File: src/rtl/serial_adder.sv
// serial_adder: bit-serial adder, LSB first, one bit per clock.
// Operands are captured on an accepted start. A one-bit full-adder cell then consumes
// one bit per cycle, and the carry is registered between bits. The result is published
// on entry to DONE together with a one-cycle done pulse.
// Optional feature: define SERIAL_ADDER_OVERFLOW_EN to add the signed 'overflow' output.
module serial_adder #(
  parameter int unsigned WIDTH = 8
) (
  input  logic             clk,
  input  logic             rst,
  input  logic             start,
  input  logic [WIDTH-1:0] a,
  input  logic [WIDTH-1:0] b,
  input  logic             cin,
  output logic             busy,
  output logic             done,
  output logic [WIDTH-1:0] sum,
`ifdef SERIAL_ADDER_OVERFLOW_EN
  output logic             overflow,
`endif
  output logic             carryOut
);

  localparam int unsigned CntW = (WIDTH > 1) ? $clog2(WIDTH) : 1;
  localparam int unsigned MsbPos = WIDTH - 1;
  localparam logic [CntW-1:0] LastBit = CntW'(WIDTH - 1);

  typedef enum logic [1:0] {StIdle, StRun, StDone} state_e;

  state_e           state_q, state_d;
  logic [WIDTH-1:0] a_q, a_d;
  logic [WIDTH-1:0] b_q, b_d;
  logic [WIDTH-1:0] acc_q, acc_d;
  logic [WIDTH-1:0] sum_q, sum_d;
  logic             carry_q, carry_d;
  logic             cout_q, cout_d;
  logic [CntW-1:0]  cnt_q, cnt_d;
`ifdef SERIAL_ADDER_OVERFLOW_EN
  logic             ovf_q, ovf_d;
`endif

  // One-bit full-adder cell fed by the operand LSBs and the carry register
  logic fa_a, fa_b, fa_sum, fa_cout;
  assign fa_a    = a_q[0];
  assign fa_b    = b_q[0];
  assign fa_sum  = fa_a ^ fa_b ^ carry_q;
  assign fa_cout = (fa_a & fa_b) | (carry_q & (fa_a ^ fa_b));

  // Next-state, datapath updates and handshake outputs
  always_comb begin
    state_d = state_q;
    a_d     = a_q;
    b_d     = b_q;
    acc_d   = acc_q;
    sum_d   = sum_q;
    carry_d = carry_q;
    cout_d  = cout_q;
    cnt_d   = cnt_q;
`ifdef SERIAL_ADDER_OVERFLOW_EN
    ovf_d   = ovf_q;
`endif
    busy    = 1'b0;
    done    = 1'b0;

    unique case (state_q)
      StIdle: begin
        if (start) begin
          a_d     = a;
          b_d     = b;
          carry_d = cin;
          cnt_d   = '0;
          state_d = StRun;
        end
      end

      StRun: begin
        busy    = 1'b1;
        // New bit enters at the MSB so that after WIDTH shifts bit 0 sits at the LSB
        acc_d   = (acc_q >> 1) | (WIDTH'(fa_sum) << MsbPos);
        a_d     = a_q >> 1;
        b_d     = b_q >> 1;
        carry_d = fa_cout;
        cnt_d   = cnt_q + CntW'(1);
        if (cnt_q == LastBit) begin
          state_d = StDone;
          sum_d   = acc_d;
          cout_d  = fa_cout;
`ifdef SERIAL_ADDER_OVERFLOW_EN
          // On the last bit, carry_q is the carry into the MSB
          ovf_d   = carry_q ^ fa_cout;
`endif
        end
      end

      StDone: begin
        done = 1'b1;
        if (start) begin
          a_d     = a;
          b_d     = b;
          carry_d = cin;
          cnt_d   = '0;
          state_d = StRun;
        end else begin
          state_d = StIdle;
        end
      end

      default: state_d = StIdle;
    endcase
  end

  // State and datapath registers with synchronous reset
  always_ff @(posedge clk) begin
    if (rst) begin
      state_q <= StIdle;
      a_q     <= '0;
      b_q     <= '0;
      acc_q   <= '0;
      sum_q   <= '0;
      carry_q <= 1'b0;
      cout_q  <= 1'b0;
      cnt_q   <= '0;
`ifdef SERIAL_ADDER_OVERFLOW_EN
      ovf_q   <= 1'b0;
`endif
    end else begin
      state_q <= state_d;
      a_q     <= a_d;
      b_q     <= b_d;
      acc_q   <= acc_d;
      sum_q   <= sum_d;
      carry_q <= carry_d;
      cout_q  <= cout_d;
      cnt_q   <= cnt_d;
`ifdef SERIAL_ADDER_OVERFLOW_EN
      ovf_q   <= ovf_d;
`endif
    end
  end

  assign sum      = sum_q;
  assign carryOut = cout_q;
`ifdef SERIAL_ADDER_OVERFLOW_EN
  assign overflow = ovf_q;
`endif

endmodule

File: config.mk
export PLATFORM = sky130hd
export DESIGN_NAME = serial_adder
export DESIGN_NICKNAME = d
export VERILOG_FILES = /design/src/rtl/serial_adder.sv
export SDC_FILE = /design/constraint.sdc
export NUM_CORES = 1
export LEC_CHECK = 0
export ABC_AREA = 1
export ABC_CLOCK_PERIOD_IN_PS = 1400
export CAP_MARGIN = 15
export CORE_MARGIN = 2
export CORE_UTILIZATION = 54
export CTS_BUF_LIST = sky130_fd_sc_hd__clkbuf_8
export DETAILED_ROUTE_END_ITERATION = 12
export PLACE_DENSITY_LB_ADDON = 0.2
export REMOVE_ABC_BUFFERS = 1
export SLEW_MARGIN = 20
export SYNTH_ARGS = -nofsm -noshare
export SYNTH_HDL_FRONTEND = slang
export SYNTH_SLANG_ARGS = --single-unit
File: constraint.sdc
create_clock -name clk -period 1.4 [get_ports clk]
set_input_delay 0.21 -clock clk [delete_from_list [all_inputs] [get_ports clk]]
set_output_delay 0.21 -clock clk [all_outputs]
set_load 0.02 [all_outputs]
# ---- Word-level counts from Yosys, hierarchy flattened
# Cells that the tools add are included.
dict set report word_totals {
  elab_cells 41
  out_inout_bits 11
  input_bits 20
  regBits 39
}
dict set report op_classes {
  reduce_logical 6
  addsub 1
  n_eq_ne 6
  mux 14
  bitwise_logic 6
}
# cell count
set op_table {}
lappend op_table {{$pmux 8 s2} 2}
lappend op_table {{$mux 8} 2}
lappend op_table {{$or 7x8->8} 1}
lappend op_table {{$pmux 2 s3} 1}
lappend op_table {{$pmux 3 s2} 1}
lappend op_table {{$reduce_and 2->1} 3}
lappend op_table {{$mux 1} 4}
lappend op_table {{$mux 2} 2}
lappend op_table {{$ne 2x2->1 const B} 2}
lappend op_table {{$add 3x1->3 const B} 1}
lappend op_table {{$eq 3x3->1 const B} 1}
lappend op_table {{$mux 3} 1}
lappend op_table {{$and 1x1->1} 2}
lappend op_table {{$eq 2x1->1 const B} 1}
lappend op_table {{$eq 2x2->1 const B} 1}
lappend op_table {{$logic_not 2->1} 1}
lappend op_table {{$ne 2x1->1 const B} 1}
lappend op_table {{$pmux 1 s2} 1}
lappend op_table {{$reduce_bool 2->1} 1}
lappend op_table {{$reduce_or 2->1} 1}
lappend op_table {{$xor 1x1->1} 2}
lappend op_table {{$or 1x1->1} 1}

# ---- Logic depth before layout (Yosys ltp)
dict set report logic_depth {
  word_depth 4
  ltp_mapped 8
  mapped_depth_nobuf 6
}

# ---- Least setup slack after synthesis
# No wires, ideal clock.
dict set report synth_path {
  path_type {register -> register}
  startpoint {register cnt_q[0]}
  endpoint {register sum_q[2] (netlist: sum[2])}
  path_buffers 1
  period_less_slack_ns 1.239
  t_required_ns 1.341
  setup_time_ns 0.059
  arrival_time_ns 1.180
  path_stages_with_launch 8
  path_slack_ns 0.161
  path_cell_list {dfxtp_1 -> ha_1 -> ha_1 -> buf_2 -> nand3_2 -> nor2_1 -> nand2_1 -> nand2_1}
}
dict set report synth_via {
  elab_chain_cells 2
}
# element line_no
set synth_rtl {}
lappend synth_rtl {{start, declared} 37} ;# logic [CntW-1:0] cnt_q, cnt_d;
lappend synth_rtl {{start signal, assigned} 134} ;# cnt_q <= cnt_d;
lappend synth_rtl {{$eq 3x3->1} 84} ;# if (cnt_q == LastBit) begin
lappend synth_rtl {{$reduce_and 2->1 (no source line)} --}
lappend synth_rtl {{end signal, assigned} 131} ;# sum_q <= sum_d;
lappend synth_rtl {{end, declared} 34} ;# logic [WIDTH-1:0] sum_q, sum_d;
# No other way between the ends.
# A chain may end at the register's enable or synchronous reset.

# ---- Worst setup path after layout
dict set report layout_path {
  startpoint {register state_q[1]}
  endpoint {output port done}
}
dict set report layout_via {
  elab_chain_cells 2
}
# element line_no
set layout_rtl {}
lappend layout_rtl {{start, declared} 30} ;# state_e state_q, state_d;
lappend layout_rtl {{start signal, assigned} 115} ;# state_q <= StIdle;
lappend layout_rtl {{start signal, assigned} 127} ;# state_q <= state_d;
lappend layout_rtl {{$eq 2x2->1} 65} ;# unique case (state_q)
lappend layout_rtl {{$mux 1} 65}
lappend layout_rtl {{end, declared} 16} ;# output logic done,
# No other way between the ends.

==> impl_metrics.csv <==
group,metric,value,unit
worst_setup_path,r2r-end,"sum[6]",
cells_and_area,final_common_cell,"nand2_1",
global_route,antenna_found_initial,0,
synthesis,synthArstFlopShare,0,
worst_setup_path,r2r_setup_slack,0.14,ns
hold_path,min_delay_path_depth,2,
floorplan,initial_utilization,0.554,
floorplan,core,3280,um2
synthesis,yosys_register_bits,38,
clocking,h-tree-depth,2,
sta,skew,0.00154,ns
sta,period_minus_slack,1.34,ns
worst_setup_path,crit_path_max_fanout,2,
power,switching_power,0.695,mW
detailed_routing,drc,0,
sta,slew_headroom,0.851,
synthesis,synth.cell_area,1820,um2
power,switching_share,0.283,
clocking,cts.hold.buffers_added,0,
synthesis,ys_types,22,
synthesis,yosysWarnings,0,
synthesis,yosysSeqAreaShare,0.418,
synthesis,ys.flop_type,"dfxtp_1",
place,hpwl,2.48,mm
floorplan,die_h,62.0,um
power,ir_drop,0.547,mV
floorplan,rows,21,
global_route,grt_pass1_wl,6.15,mm
global_route,grt_overflow,0,
clocking,clock-sinks,38,
sta,tightest_slew,0.222,ns
sta,fin_crit_sh,0.958,
clocking,clk_pin_slew,0.07,ns
power,p_int,1.76,mW
sta,max_freq,745,MHz
clocking,cts_root_buf,"clkbuf_8",
clocking,cts_resized,13,
worst_setup_path,path_class,"flip-flop to output pin",
hold_path,worstHoldStart,"sum[5]",
worst_setup_path,start_kind,"flip-flop",
sta,drv_slew,0,
clocking,cts_setup_buffers,0,
cells_and_area,final_util,0.696,
clocking,clockBufferDepth,2,
synthesis,synth_edf_count,0,
worst_setup_path,end_kind,"output pin",
global_route,grt_max_degree,28,
clocking,insertion_delay,0.29,ns
worst_setup_path,crit_required,1.19,ns
floorplan,ios,31,
power,leakagePower,1.05,nW
cells_and_area,final_cell_mix,"nand2_1 (76), dfxtp_1 (36), nor2_1 (28), nand3_1 (28), nor2_2 (20)",
clocking,cts_inserted_buffers,5,
sta,rsz0062_at_grt,"false",
synthesis,syn_inst,252,
place,place_congestion,0.753,
detailed_routing,routed_wl,3.71,mm
worst_setup_path,arrival,1.13,ns
power,power_frac_clock,0.318,
hold_path,min_to,"sum[5]",
cells_and_area,final_cells,335,
cells_and_area,diodes,0,
sta,timing.final.hold_violations,0,
synthesis,synth_top_area_frac,0.418,
cells_and_area,syn2layout_area_growth,25.6,%
place,place_inst,327,
sta,setup_viol,0,
worst_setup_path,rr_worst_depth,6,
global_route,grt_pass1_vias,1430,
synthesis,yosysTopAreaCell,"dfxtp_1",
global_route,grtUsageTotal,0.223,
power,combPwrFrac,0.192,
power,power_frac_seq,0.490,
place,io_buffers,30,
cells_and_area,drive_gt1_frac,0.173,
run,max_cap_viol_count,0,
cells_and_area,n_fill_cell,301,
synthesis,syn_area_per_cell,7.22,um2
detailed_routing,vias,1611,
synthesis,ys_top_cells_by_area,"dfxtp_1 (42%), nand2_1 (16%), nand3_1 (7.7%), nor2_2 (6.9%), nor2_1 (5.8%)",
detailed_routing,wire_per_inst,11.1,um
detailed_routing,ant_nets,0,
status,status,"complete, no violations",
floorplan,die_width,62.0,um
detailed_routing,first_pass_iters,4,
detailed_routing,routed_via_density,4.81,
cells_and_area,nets,311,
power,power_density,1070,nW/um2
floorplan,die_area,3850,um2
worst_setup_path,r2r-start,"cnt_q[0]",
detailed_routing,drtIter0Drc,73,
clocking,cts_tree,"done",
hold_path,hp-class,"flip-flop to flip-flop",
-- worst max path at each step --
stage / endpoint / cells after the start / slack, ns / startpoint
final: done / 3 / 0.06 / state_q[1]
after global routing: done / 3 / 0.01 / state_q[1]
after CTS: done / 3 / 0.02 / state_q[1]
after detailed placement: busy / 3 / 0.007 / state_q[0]
after global placement: done / 3 / 0.008 / state_q[1]
after floorplan: cnt_q[0] / 6 / -0.11 / state_q[0]
-- per-layer routing --
| layer | vias up | GRT usage | part of all wire |
|---|---|---|---|
| met2 | 23 | 0.360 | 0.48 |
| met1 | 733 | 0.280 | 0.48 |
| met5 | - | 0 | 0 |
| met3 | 2 | 0.0683 | 0.031 |
| li1 | 853 | - | - |
| met4 | 0 | 0.0821 | 0.0097 |
-- registers in the layout, summed over array words and instances (netlist names) --
name,cells
b_q,8
a_q,8
state_q,2
acc_q,7
cnt_q,3
sum,8
carry_q,1
carryOut,1
-- synthesized netlist by cell type (2+ instances only) --
| master | instances |
|---|---|
| nand3_1 | 28 |
| dfxtp_1 | 38 |
| nor2_2 | 20 |
| buf_2 | 5 |
| ha_1 | 2 |
| nand2_1 | 76 |
| nand2_4 | 2 |
| buf_4 | 2 |
| a21oi_1 | 12 |
| nor2_1 | 28 |
| inv_6 | 2 |
| inv_1 | 18 |
| o21ai_0 | 8 |
| clkbuf_1 | 2 |
| buf_6 | 2 |
-- area by class of cell --
type                       count  area [um2]  share of cell area
multi-input combinational    180         873               0.382
tap                           46        57.6              0.0252
inverter                      21        91.3              0.0400
clock buffer                   6        82.6              0.0361
clock inverter                 2        12.5             0.00548
timing repair buffer          42         404               0.177
sequential                    38         763               0.334
-- worst max-delay path, cell delays in order, from the launching register on --
cell	delay [ns]
dfxtp_2	0.41
inv_4	0.04
nor2_1	0.09
clkdlybuf4s15_1	0.31
-- cell families after synthesis --
family                     Yosys count  synth area share
and+or+nand+nor                    157             0.400
DFF                                 38             0.418
buffers and inverters               34             0.102
adders and majority gates            3            0.0248
AOI/OAI and AO/OA                   20            0.0550
-- through the flow --
stage | power (mW) | hold WS [ns] | worst slack (ns) | TNS (ns) | area (um2)
final | 2.45 | 0.458 | 0.0581 | 0 | 2280
after global routing | 2.59 | 0.493 | 0.00973 | 0 | 2280
after CTS | 2.48 | 0.460 | 0.0238 | 0 | 2280
after detailed placement | 1.70 | 0.451 | 0.00694 | 0 | 2200
after global placement | 1.68 | 0.448 | 0.00821 | 0 | 2200
after floorplan | 1.52 | 0.279 | -0.109 | -1.98 | 1730
-- power groups by stage --
stage / clock network, mW / registers (mW) / logic, mW
floorplan: 0 / 1.23 / 0.294
global placement: 0 / 1.22 / 0.460
detailed placement: 0 / 1.23 / 0.469
CTS: 0.799 / 1.20 / 0.473
global route: 0.845 / 1.21 / 0.534
finish: 0.781 / 1.20 / 0.470
Power figures use the tool's default switching activity.
